File: src/rtl/boot_loader.sv
// UART program loader: receives a framed image, writes it into CPU memory,
// and holds the CPU in reset until a frame with a good checksum arrives.
module boot_loader #(
  parameter int          CLK_FREQ     = 27000000,
  parameter int          BAUD         = 115200,
  parameter logic [15:0] LOAD_BASE    = 16'h0000,
  parameter int          TIMEOUT_CLKS = 2700000
) (
  input  logic        clk,
  input  logic        rst_n,
  input  logic        rx,
  output logic [15:0] mem_addr,
  output logic [7:0]  mem_wdata,
  output logic        mem_we,
  output logic        cpu_hold,
  output logic        busy,
  output logic        done,
  output logic        err
);

  localparam int          CPB     = CLK_FREQ / BAUD;
  localparam logic [15:0] BIT_END = 16'(CPB - 1);
  localparam logic [15:0] HALF_END = 16'(CPB / 2 - 1);
  localparam logic [31:0] TMO     = 32'(TIMEOUT_CLKS);
  localparam logic [7:0]  SYNC    = 8'hA5;

  typedef enum logic [1:0] {
    RX_IDLE, RX_START, RX_DATA, RX_STOP
  } rx_st_t;

  typedef enum logic [2:0] {
    WAIT_SYNC, LEN_HI, LEN_LO, DATA, CSUM, DONE, ERR
  } fr_st_t;

  logic        rx_s1_q, rx_s2_q, rx_prev_q;
  rx_st_t      rx_st_q, rx_st_d;
  logic [15:0] bcnt_q, bcnt_d;
  logic [2:0]  bidx_q, bidx_d;
  logic [7:0]  sh_q, sh_d;
  logic        byte_valid, frame_err;

  fr_st_t      fr_st_q, fr_st_d;
  logic [15:0] len_q, len_d;
  logic [15:0] idx_q, idx_d;
  logic [7:0]  sum_q, sum_d;
  logic [31:0] tmo_q, tmo_d;
  logic [15:0] addr_q, addr_d;
  logic [7:0]  wdata_q, wdata_d;
  logic        we_q, we_d;
  logic        in_frame;

  always_ff @(posedge clk or negedge rst_n) begin
    if (!rst_n) begin
      rx_s1_q   <= 1'b1;
      rx_s2_q   <= 1'b1;
      rx_prev_q <= 1'b1;
      rx_st_q   <= RX_IDLE;
      bcnt_q    <= '0;
      bidx_q    <= '0;
      sh_q      <= '0;
      fr_st_q   <= WAIT_SYNC;
      len_q     <= '0;
      idx_q     <= '0;
      sum_q     <= '0;
      tmo_q     <= '0;
      addr_q    <= LOAD_BASE;
      wdata_q   <= '0;
      we_q      <= 1'b0;
    end else begin
      rx_s1_q   <= rx;
      rx_s2_q   <= rx_s1_q;
      rx_prev_q <= rx_s2_q;
      rx_st_q   <= rx_st_d;
      bcnt_q    <= bcnt_d;
      bidx_q    <= bidx_d;
      sh_q      <= sh_d;
      fr_st_q   <= fr_st_d;
      len_q     <= len_d;
      idx_q     <= idx_d;
      sum_q     <= sum_d;
      tmo_q     <= tmo_d;
      addr_q    <= addr_d;
      wdata_q   <= wdata_d;
      we_q      <= we_d;
    end
  end

  always_comb begin
    rx_st_d = rx_st_q;
    bcnt_d  = bcnt_q + 16'd1;
    bidx_d  = bidx_q;
    sh_d    = sh_q;
    unique case (rx_st_q)
      RX_IDLE: begin
        bcnt_d = '0;
        if (rx_prev_q && !rx_s2_q) rx_st_d = RX_START;
      end
      RX_START: begin
        if (bcnt_q == HALF_END) begin
          bcnt_d  = '0;
          bidx_d  = '0;
          rx_st_d = rx_s2_q ? RX_IDLE : RX_DATA;
        end
      end
      RX_DATA: begin
        if (bcnt_q == BIT_END) begin
          bcnt_d = '0;
          sh_d   = {rx_s2_q, sh_q[7:1]};
          bidx_d = bidx_q + 3'd1;
          if (bidx_q == 3'd7) rx_st_d = RX_STOP;
        end
      end
      RX_STOP: begin
        if (bcnt_q == BIT_END) rx_st_d = RX_IDLE;
      end
      default: rx_st_d = RX_IDLE;
    endcase
  end

  always_comb begin
    byte_valid = 1'b0;
    frame_err  = 1'b0;
    if (rx_st_q == RX_STOP && bcnt_q == BIT_END) begin
      byte_valid = rx_s2_q;
      frame_err  = !rx_s2_q;
    end
  end

  assign in_frame = (fr_st_q == LEN_HI) || (fr_st_q == LEN_LO) ||
                    (fr_st_q == DATA) || (fr_st_q == CSUM);

  always_comb begin
    fr_st_d = fr_st_q;
    len_d   = len_q;
    idx_d   = idx_q;
    sum_d   = sum_q;
    addr_d  = addr_q;
    wdata_d = wdata_q;
    we_d    = 1'b0;
    tmo_d   = (!in_frame || byte_valid) ? '0 : tmo_q + 32'd1;
    unique case (fr_st_q)
      WAIT_SYNC, ERR: begin
        if (byte_valid && sh_q == SYNC) begin
          fr_st_d = LEN_HI;
          idx_d   = '0;
          sum_d   = '0;
        end
      end
      LEN_HI: begin
        if (byte_valid) begin
          len_d[15:8] = sh_q;
          fr_st_d     = LEN_LO;
        end
      end
      LEN_LO: begin
        if (byte_valid) begin
          len_d[7:0] = sh_q;
          fr_st_d = ({len_q[15:8], sh_q} != 16'd0) ? DATA : CSUM;
        end
      end
      DATA: begin
        // Leave one cycle after the last byte so its strobe stays inside DATA
        if (byte_valid) begin
          we_d    = 1'b1;
          wdata_d = sh_q;
          addr_d  = LOAD_BASE + idx_q;
          sum_d   = sum_q + sh_q;
          idx_d   = idx_q + 16'd1;
        end else if (idx_q == len_q) begin
          fr_st_d = CSUM;
        end
      end
      CSUM: begin
        if (byte_valid) fr_st_d = (sh_q == sum_q) ? DONE : ERR;
      end
      DONE: ;
      default: fr_st_d = WAIT_SYNC;
    endcase
    if (in_frame && (frame_err || tmo_q >= TMO)) begin
      fr_st_d = ERR;
      we_d    = 1'b0;
    end
  end

  always_comb begin
    mem_addr  = addr_q;
    mem_wdata = wdata_q;
    mem_we    = we_q;
    busy      = in_frame;
    done      = (fr_st_q == DONE);
    err       = (fr_st_q == ERR);
    cpu_hold  = (fr_st_q != DONE);
  end

endmodule

File: config.mk
export PLATFORM = sky130hd
export DESIGN_NAME = boot_loader
export DESIGN_NICKNAME = d
export VERILOG_FILES = /design/src/rtl/boot_loader.sv
export SDC_FILE = /design/constraint.sdc
export NUM_CORES = 1
export LEC_CHECK = 0
export ABC_AREA = 1
export BUFFER_PORTS_ARGS = -buffer_cell sky130_fd_sc_hd__buf_4
export CORE_ASPECT_RATIO = 0.5
export CORE_UTILIZATION = 45
export CTS_CLUSTER_SIZE = 20
export DETAILED_ROUTE_END_ITERATION = 8
export GPL_ROUTABILITY_DRIVEN = 0
export GPL_TIMING_DRIVEN = 0
export PLACE_DENSITY = 0.57
export SLEW_MARGIN = 20
export SYNTH_ARGS = -nofsm -noshare
export SYNTH_HDL_FRONTEND = slang
export SYNTH_SLANG_ARGS = --single-unit
File: constraint.sdc
create_clock -name clk -period 2.3 [get_ports clk]
set_input_delay 0.46 -clock clk [delete_from_list [all_inputs] [get_ports clk]]
set_output_delay 0.46 -clock clk [all_outputs]
set_load 0.02 [all_outputs]
# Word level (Yosys, flattened, before mapping)
# Cells that the tools add are included.
# op_classes
n_addsub	5
magnitude_cmp	1
eq_ne	30
mux	35
reduce_logical	25
# op_table
op	count
16-bit two-way mux	4
16-bit one-hot mux with 3 select lines	1
16-bit by 1-bit adder with 16-bit output (second input constant)	2
32-bit by 1-bit adder with 32-bit output (second input constant)	1
32-bit by 22-bit >= comparator with 1-bit output (second input constant)	1
32-bit two-way mux	1
16-bit one-hot mux with 2 select lines	1
3-bit two-way mux	10
3-bit one-hot mux with 6 select lines	1
16-bit == test	1
16-bit by 7-bit == test with 1-bit output (second input constant)	1
16-bit by 8-bit == test with 1-bit output (second input constant)	1
8-bit two-way mux	2
8-bit one-hot mux with 2 select lines	1
16-bit nonzero test	1
2-bit two-way mux	7
2-bit != test (second input constant)	7
3-bit == test (second input constant)	4
3-bit by 2-bit != test with 1-bit output (second input constant)	4
8-bit adder	1
8-bit == test	1
8-bit == test (second input constant)	1
2-bit one-hot mux with 4 select lines	1
2-bit AND reduction	4
other kinds (20)	37
# word_totals
ff_bits	132
inputBits	3
word_cells	112

# Depth between registers and ports, before layout
# Gate-level depths: netlist of the first run.
# logic_depth
word_depth	7
mapped_depth	15
depth_no_buf	15

# Worst setup path before layout of the first run
# Ideal clock, no wire load.
# synth_path
kind	flip-flop to flip-flop
start	register sh_q[0]
end	register sum_q[6]
arrival_ps	1684
required_ps	2165
setup_slack_ps	480
stages_incl_launch_ff	10
path_buffers	0
synth_period_minus_slack_ps	1820
cell_sequence	dfrtp_1 ha_1 fa_1 a21oi_1 o21ai_0 nand2_1 nand2_1 a21oi_1 xor2_1 o21ai_0
# synth_via
elab_chain_len	4
elab_cells_between_ends	7
# synth_lines
item	line_no	source
start: declaration	39	logic [7:0] sh_q, sh_d;
start signal: assignment	60	sh_q <= '0;
start signal: assignment	76	sh_q <= sh_d;
parallel branches: the longest is 4 deep, another holds 8-bit adder	--	
end signal: assignment	80	sum_q <= sum_d;
end: declaration	45	logic [7:0] sum_q, sum_d;
# Several ways; the timed one is not identified. The select of a mux whose other input is x is not followed.
# A chain may end at the register's enable or synchronous reset.

# Worst setup path in the final report of the first run
# layout_path
start	register fr_st_q[0]
end	output port cpu_hold
# layout_via
elab_chain_len	1
# layout_lines
item	line_no	source
start: declaration	42	fr_st_t fr_st_q, fr_st_d;
start signal: assignment	77	fr_st_q <= fr_st_d;
3-bit != test	192	cpu_hold = (fr_st_q != DONE);
end: declaration	15	output logic cpu_hold,
# Every way passes these cells.

==> run metrics, run 1 <==
run status finished, final reports clean; full die area 16400 sq um; Final Skew 0.00903 ns; Arr. time, crit path 1.65 ns; mean post-synth cell area 8.09 sq um; Residual DRC 0; net count after synthesis 902; antenna-violating nets left 0; Die W 180 um; CTS clk-pin slew, worst paths 0.06 ns; most frequent cell on the critical path sky130_fd_sc_hd__inv_1; delay-heaviest family, CP buffers and inverters; proportion of register bits with asynchronous set or reset after synthesis 100%; Slew Viols, Final 0; register area 3310 sq um; number of instances in the synthesized netlist 883; global route total overflow 0; Critical path buffers and inverters 3; via/cell ratio 5.17; type of the worst setup path reg2out; cell area after synthesis 7150 sq um; final routed wirelength across all metal layers 17500 um; number of distinct library cells after synthesis 42; share of layout cells above drive strength 1 14.3%; count of flip-flops with a built-in enable after synthesis 0; normalized max-slew margin 67.5%; Yosys warning count 0; unrepaired setup endpoints after global routing false; crit start category flop; total of flip-flops plus latches after synthesis 132; max capacitance violation total 0; Initial DRT Pass Iterations 5; endpoints failing setup 0; Die Y-Extent 91.1 um; worst ir drop on vdd 501 uV; Post-DP HPWL 12400 um; vias in the first global route 5718; count of routing violations after the opening detailed-route iteration 384; CORE AREA 15500 sq um; Sinks on Clock Net 132; total number of vias 5951; wire length per cell after detailed routing 15.2 um; number of antenna diodes 0; sequential area share after synthesis 46.3%; latest clock arrival within the worst-skew pair 0.43 ns; Syn-to-layout area delta 15.9%; number of buffers between clock root and the deepest sink 2; footprint of the multi-input gates 3360 sq um; maximum single-stage delay on the critical path 0.40 ns; number of buffers created by CTS 17; Final nets 954; fillers 1457; power per unit of standard cell area 654 nW/um^2; number of antenna violations at the first check in global routing 0; Root Driver sky130_fd_sc_hd__clkbuf_16; # rows 32; TritonCTS clock tree yes; post-detailed-placement cell area 7670 sq um; endpoint kind of the worst setup timing path output pin; wire length of the first global-routing pass 29300 um; CP required 1.84 ns; Tot GR Track Use 22.8%; largest fanout on the critical path 5; final-report hold violation count 0; dominant register cell in the synthesized netlist sky130_fd_sc_hd__dfrtp_1; peak clock frequency supported by timing 0.474 GHz; PortBufs 31; H-tree lvl count 4; master of the slowest instance on the critical path sky130_fd_sc_hd__dfrtp_1; cell leakage power 3.82 nW; Post-Route Setup TNS 0 ns; maximum number of pins on one net before global-route repair 85; final worst-path cycle share 91.7%; IO Count 32; cell chain of the critical path inv_1, nor3_1, inv_1, buf_4; worst hold-check path type in2reg; Slew @ Worst Pin 0.487 ns; Final Instance Area 8280 sq um; time the worst path needs with I/O delays and setup 2.11 ns; Initial Utilization 46.2%
==> per-stage QoR <==
| stage | util [%] | cells | total power [mW] | hold WS (ns) | worst slack (ns) |
|---|---|---|---|---|---|
| final | 53.6 | 1152 | 5.42 | 0.141 | 0.191 |
| after global routing | 53.6 | 1152 | 5.63 | 0.120 | 0.000477 |
| after CTS | 53.5 | 1152 | 5.47 | 0.129 | 0.0677 |
| after detailed placement | 49.6 | 1119 | 2.75 | 0.349 | 0.103 |
| after global placement | 49.4 | 1118 | 2.74 | 0.349 | 0.110 |
| after floorplan | - | 883 | 2.65 | 0.164 | 0.480 |
==> layout by cell type, fill, tap and decap left out, types with 5 or more instances in the layout <==
| master | Yosys | routed |
|---|---|---|
| sky130_fd_sc_hd__ha_1 | 15 | 15 |
| sky130_fd_sc_hd__nor3b_1 | 5 | 5 |
| sky130_fd_sc_hd__clkbuf_16 | 0 | 17 |
| sky130_fd_sc_hd__nand4_1 | 23 | 23 |
| sky130_fd_sc_hd__nor3_2 | 5 | 5 |
| sky130_fd_sc_hd__nand2_1 | 209 | 209 |
| sky130_fd_sc_hd__xnor2_1 | 11 | 11 |
| sky130_fd_sc_hd__clkbuf_1 | 11 | 7 |
| sky130_fd_sc_hd__nor2_4 | 7 | 7 |
| sky130_fd_sc_hd__nor4_1 | 6 | 6 |
| sky130_fd_sc_hd__nor2_1 | 91 | 90 |
| sky130_fd_sc_hd__clkinvlp_4 | 0 | 6 |
| sky130_fd_sc_hd__nand2_2 | 9 | 9 |
| sky130_fd_sc_hd__nor2_2 | 5 | 6 |
| sky130_fd_sc_hd__xor2_1 | 31 | 31 |
| sky130_fd_sc_hd__o21ai_0 | 61 | 61 |
| sky130_fd_sc_hd__o21ai_2 | 12 | 12 |
| sky130_fd_sc_hd__clkbuf_2 | 0 | 5 |
| sky130_fd_sc_hd__nor3_1 | 39 | 39 |
| sky130_fd_sc_hd__inv_1 | 98 | 97 |
| sky130_fd_sc_hd__a21oi_1 | 26 | 26 |
| sky130_fd_sc_hd__buf_4 | 1 | 31 |
| sky130_fd_sc_hd__dfrtp_1 | 129 | 129 |
| sky130_fd_sc_hd__nand3_1 | 48 | 48 |
==> worst paths after layout <==
kind | end | startpoint | slack, ns | cells after the start
max reg2reg | sum_q[6] | sh_q[0] | 0.21 | 9
min in group asynchronous | len_q[2] | rst_n | 0.53 | 2
max | cpu_hold | fr_st_q[0] | 0.19 | 4
max in group asynchronous | rx_prev_q | rst_n | 1.01 | 3
min | rx_s1_q | rx | 0.14 | 1
min reg2reg | rx_s2_q | rx_s1_q | 0.36 | 0
==> cell type report <==
cell class / instances / area share [%]
Buffer: 20 / 1.44
Clock buffer: 17 / 5.14
Clock inverter: 15 / 1.89
Inverter: 101 / 4.62
Multi-Input combinational cell: 630 / 40.6
Sequential cell: 132 / 39.9
Tap cell: 204 / 3.08
Timing Repair Buffer: 33 / 3.35
==> where the power goes <==
| group | internal, mW | switching (mW) | total (mW) |
|---|---|---|---|
| logic | 0.101 | 0.180 | 0.281 |
| registers | 2.37 | 0.0504 | 2.43 |
| clock network | 1.60 | 1.11 | 2.71 |
| total | 4.08 | 1.34 | 5.42 |
==> synth_stat cells (11+ instances only) <==
master / number / area, sq um
sky130_fd_sc_hd__xnor2_1: 11 / 96.3
sky130_fd_sc_hd__a21oi_1: 26 / 130
sky130_fd_sc_hd__nor2_1: 91 / 342
sky130_fd_sc_hd__nand2_1: 209 / 785
sky130_fd_sc_hd__nand4_1: 23 / 144
sky130_fd_sc_hd__o21ai_0: 61 / 305
sky130_fd_sc_hd__inv_1: 98 / 368
sky130_fd_sc_hd__clkbuf_1: 11 / 41.3
sky130_fd_sc_hd__ha_1: 15 / 188
sky130_fd_sc_hd__nor3_1: 39 / 195
sky130_fd_sc_hd__xor2_1: 31 / 272
sky130_fd_sc_hd__nand3_1: 48 / 240
sky130_fd_sc_hd__dfrtp_1: 129 / 3230
sky130_fd_sc_hd__o21ai_2: 12 / 105
==> flip-flops by register name (all words and copies together), names as in the netlist, named ones only <==
register   count
rx_st_q        1
mem_addr      16
mem_we         1
idx_q         16
len_q         16
bidx_q         3
rx_prev_q      1
sh_q           8
tmo_q         32
rx_s1_q        1
bcnt_q        16
sum_q          8
rx_s2_q        1
fr_st_q        3
mem_wdata      8
==> cell families (layout without fill, tap and decap cells) <==
family,Yosys count,after routing,synth area share [%]
adder cells (fa/ha/maj),16,16,2.91
AND/OR/NAND/NOR,461,461,30.0
AO/OA/AOI/OAI,111,111,8.79
flip-flops,132,132,46.3
buffers and inverters,121,186,6.88
XOR/XNOR,42,42,5.15
==> routing by layer <==
layer	wire, um	track usage, %	vias up
li1	-	-	2986
met1	9010	32.3	2845
met2	7550	34.5	107
met3	787	6.34	13
met4	126	5.13	0
met5	0	0	-
==> repair_timing <==
action                                 in CTS  in global routing
setup endpoints to repair                   0                 37
buffers inserted                            0                  0
gates resized for setup                     0                 12
hold buffers                                1                  0
endpoints found under the hold margin      48                  0
(Power assumes the default switching activity.)
==> run 2: changes to the inputs <==
--- a/config.mk
+++ b/config.mk
@@ -5,7 +5,6 @@
 export SDC_FILE = /design/constraint.sdc
 export NUM_CORES = 1
 export LEC_CHECK = 0
-export ABC_AREA = 1
 export BUFFER_PORTS_ARGS = -buffer_cell sky130_fd_sc_hd__buf_4
 export CORE_ASPECT_RATIO = 0.5
 export CORE_UTILIZATION = 45
@@ -13,7 +12,7 @@
 export DETAILED_ROUTE_END_ITERATION = 8
 export GPL_ROUTABILITY_DRIVEN = 0
 export GPL_TIMING_DRIVEN = 0
-export PLACE_DENSITY = 0.57
+export PLACE_DENSITY = 0.58
 export SLEW_MARGIN = 20
 export SYNTH_ARGS = -nofsm -noshare
 export SYNTH_HDL_FRONTEND = slang
==> run metrics, run 2 <==
cell types occupying the most area after synthesis sky130_fd_sc_hd__dfrtp_1 (49%), sky130_fd_sc_hd__nand2_1 (6.7%), sky130_fd_sc_hd__xnor2_1 (6.1%), sky130_fd_sc_hd__xor2_1 (4.5%), sky130_fd_sc_hd__nor2_1 (4.5%); Die Y-Extent 87.7 um; fillers 1156; path depth of the worst reg2reg path 11; Post-DP HPWL 9380 um; dominant register cell in the synthesized netlist sky130_fd_sc_hd__dfrtp_1; wire length of the first global-routing pass 24200 um; Tot GR Track Use 20.5%; full die area 15200 sq um; Die W 173 um; crit start category flop; most frequent cell on the critical path sky130_fd_sc_hd__buf_4; cell leakage power 4.15 nW; Sinks on Clock Net 132; Final nets 779; final routed wirelength across all metal layers 15200 um; most common cell after layout, fill and taps aside sky130_fd_sc_hd__dfrtp_1; CP required 2.60 ns; count of routing violations after the opening detailed-route iteration 274; most flop-heavy register tmo_q; type of the worst setup path reg2reg; Syn-to-layout area delta 30.3%; Residual DRC 0; share of the synthesized area in the top cell type 48.8%; final-report hold violation count 0; number of antenna diodes 0; Slew @ Worst Pin 0.704 ns; global route total overflow 0; endpoints failing setup 96; antenna-violating nets left 0; Post-Route Setup TNS -11.60 ns; max FFs per register 32; normalized max-slew margin 53.0%; largest fanout on the critical path 6; mean post-synth cell area 9.81 sq um; total number of vias 4984; master of the slowest instance on the critical path sky130_fd_sc_hd__or4_4; maximum number of pins on one net before global-route repair 80; cell area after synthesis 6610 sq um; number of buffers between clock root and the deepest sink 2; cell chain of the critical path or4_4, nor4_4, buf_4, buf_4, buf_6, and2_4, nand2_4, nor4_4, buf_4, buf_6, nor2_1; number of distinct library cells after synthesis 55; final worst-path cycle share 109%; max capacitance violation total 0; maximum single-stage delay on the critical path 0.55 ns; share of layout cells above drive strength 1 25.2%; CTS clk-pin slew, worst paths 0.06 ns; Arr. time, crit path 2.81 ns; CORE AREA 13900 sq um; worst hold-check path type in2async; peak clock frequency supported by timing 0.399 GHz; largest area contributor in the synthesized netlist sky130_fd_sc_hd__dfrtp_1; Yosys warning count 0; sequential area share after synthesis 50.0%; unrepaired setup endpoints after global routing true; most common library cells after synthesis sky130_fd_sc_hd__dfrtp_1 (129), sky130_fd_sc_hd__nand2_1 (118), sky130_fd_sc_hd__nor2_1 (79), sky130_fd_sc_hd__xnor2_1 (46); number of instances in the synthesized netlist 674; IO Count 32; worst ir drop on vdd 483 uV; proportion of register bits with asynchronous set or reset after synthesis 100%; utilization of the core after routing 61.9%; most used standard cell by instance count after synthesis sky130_fd_sc_hd__dfrtp_1; PortBufs 31; flop2flop setup slack -0.21 ns; Initial Utilization 47.5%; endpoint kind of the worst setup timing path flop; Final Instance Area 8620 sq um; count of flip-flops with a built-in enable after synthesis 0; Initial DRT Pass Iterations 4; Slew Viols, Final 0; total of flip-flops plus latches after synthesis 132; power per unit of standard cell area 635 nW/um^2; wire length per cell after detailed routing 15.8 um; most frequent cells in the layout sky130_fd_sc_hd__dfrtp_1 (126), sky130_fd_sc_hd__nand2_1 (92), sky130_fd_sc_hd__nor2_1 (77); number of buffers created by CTS 17; time the worst path needs with I/O delays and setup 2.51 ns; Worst Setup Slack, final -0.207 ns; latest clock arrival within the worst-skew pair 0.41 ns; H-tree lvl count 4; violations in the final reports negative setup slack; vias in the first global route 4712; # hold bufs at CTS 0; TritonCTS clock tree yes; RR Startpoint bcnt_q[8]; via/cell ratio 5.16; run status complete, but fails checks; number of antenna violations at the first check in global routing 0; # rows 30; Final Skew 0.0129 ns; net count after synthesis 693; Root Driver sky130_fd_sc_hd__clkbuf_16; post-detailed-placement cell area 7150 sq um; worst flop-to-flop path endpoint idx_q[9]
-- run 2: cell type report --
class                      instances  area (sq um)  area share [%]
buffer                            26           255            2.96
clock buffer                      18           439            5.10
inverter                          15          56.3           0.654
sequential                       132          3310            38.4
timing repair buffer              68           686            7.96
multi-input combinational        500          3450            40.1
clock inverter                    14           174            2.02
tap                              192           240            2.79
-- run 2: logic make-up (layout without fill, tap and decap cells) --
| logic type | count (synthesis) | count (layout) | synth area share [%] |
|---|---|---|---|
| and+or+nand+nor | 319 | 320 | 23.7 |
| DFF | 132 | 132 | 50.0 |
| xor gates and xnor gates | 80 | 80 | 10.6 |
| AOI/OAI and AO/OA | 58 | 58 | 5.51 |
| buffers and inverters | 43 | 141 | 2.67 |
| muxes | 26 | 26 | 4.43 |
| adders and majority gates | 16 | 16 | 3.14 |
-- run 2: critical path, delay by kind of cell (launching register included) --
| family | cells | cell delay, ns |
|---|---|---|
| flops | 1 | 0.39 |
| buf+inv | 5 | 0.69 |
| simple gates | 6 | 1.30 |
-- run 2: power by group --
part | switching, mW | total [mW] | internal (mW)
combinational | 0.130 | 0.216 | 0.0861
sequential | 0.0630 | 2.43 | 2.37
clock | 1.08 | 2.82 | 1.74
-- run 2: worst max-delay path by stage --
stage / depth (start not counted) / to / startpoint
2_1_floorplan: 9 / idx_q[8] / bcnt_q[13]
3_3_place_gp: 8 / mem_addr[14] / bcnt_q[13]
3_5_place_dp: 8 / mem_wdata[5] / bcnt_q[13]
4_1_cts: 10 / idx_q[8] / bcnt_q[11]
5_1_grt: 11 / idx_q[6] / bcnt_q[13]
6_report: 11 / idx_q[9] / bcnt_q[8]
-- run 2: timing repair --
action                     in CTS  in global routing
setup endpoints to repair     115                108
cloned                          7                  4
pin swaps                      32                 22
setup buffers                  15                 11
gates resized for setup        80                 53
-- run 2: stage by stage --
stage,hold WS [ns],cells,total power [mW],worst slack (ns)
finish,0.0198,965,5.47,-0.207
global route,0.0609,965,5.67,-0.302
floorplan,0.164,674,2.59,-0.00433
CTS,0.0488,951,5.52,-0.148
detailed placement,0.351,898,2.69,-0.525
global placement,0.348,897,2.68,-0.497
-- run 2: routing by layer --
metal  wire [um]  part of all wire [%]  GRT usage, %
met1        7670                    50          28.6
met2        6940                    46          32.3
met3         547                   3.6          5.12
met4          71                  0.47          5.39
met5           0                     0             0
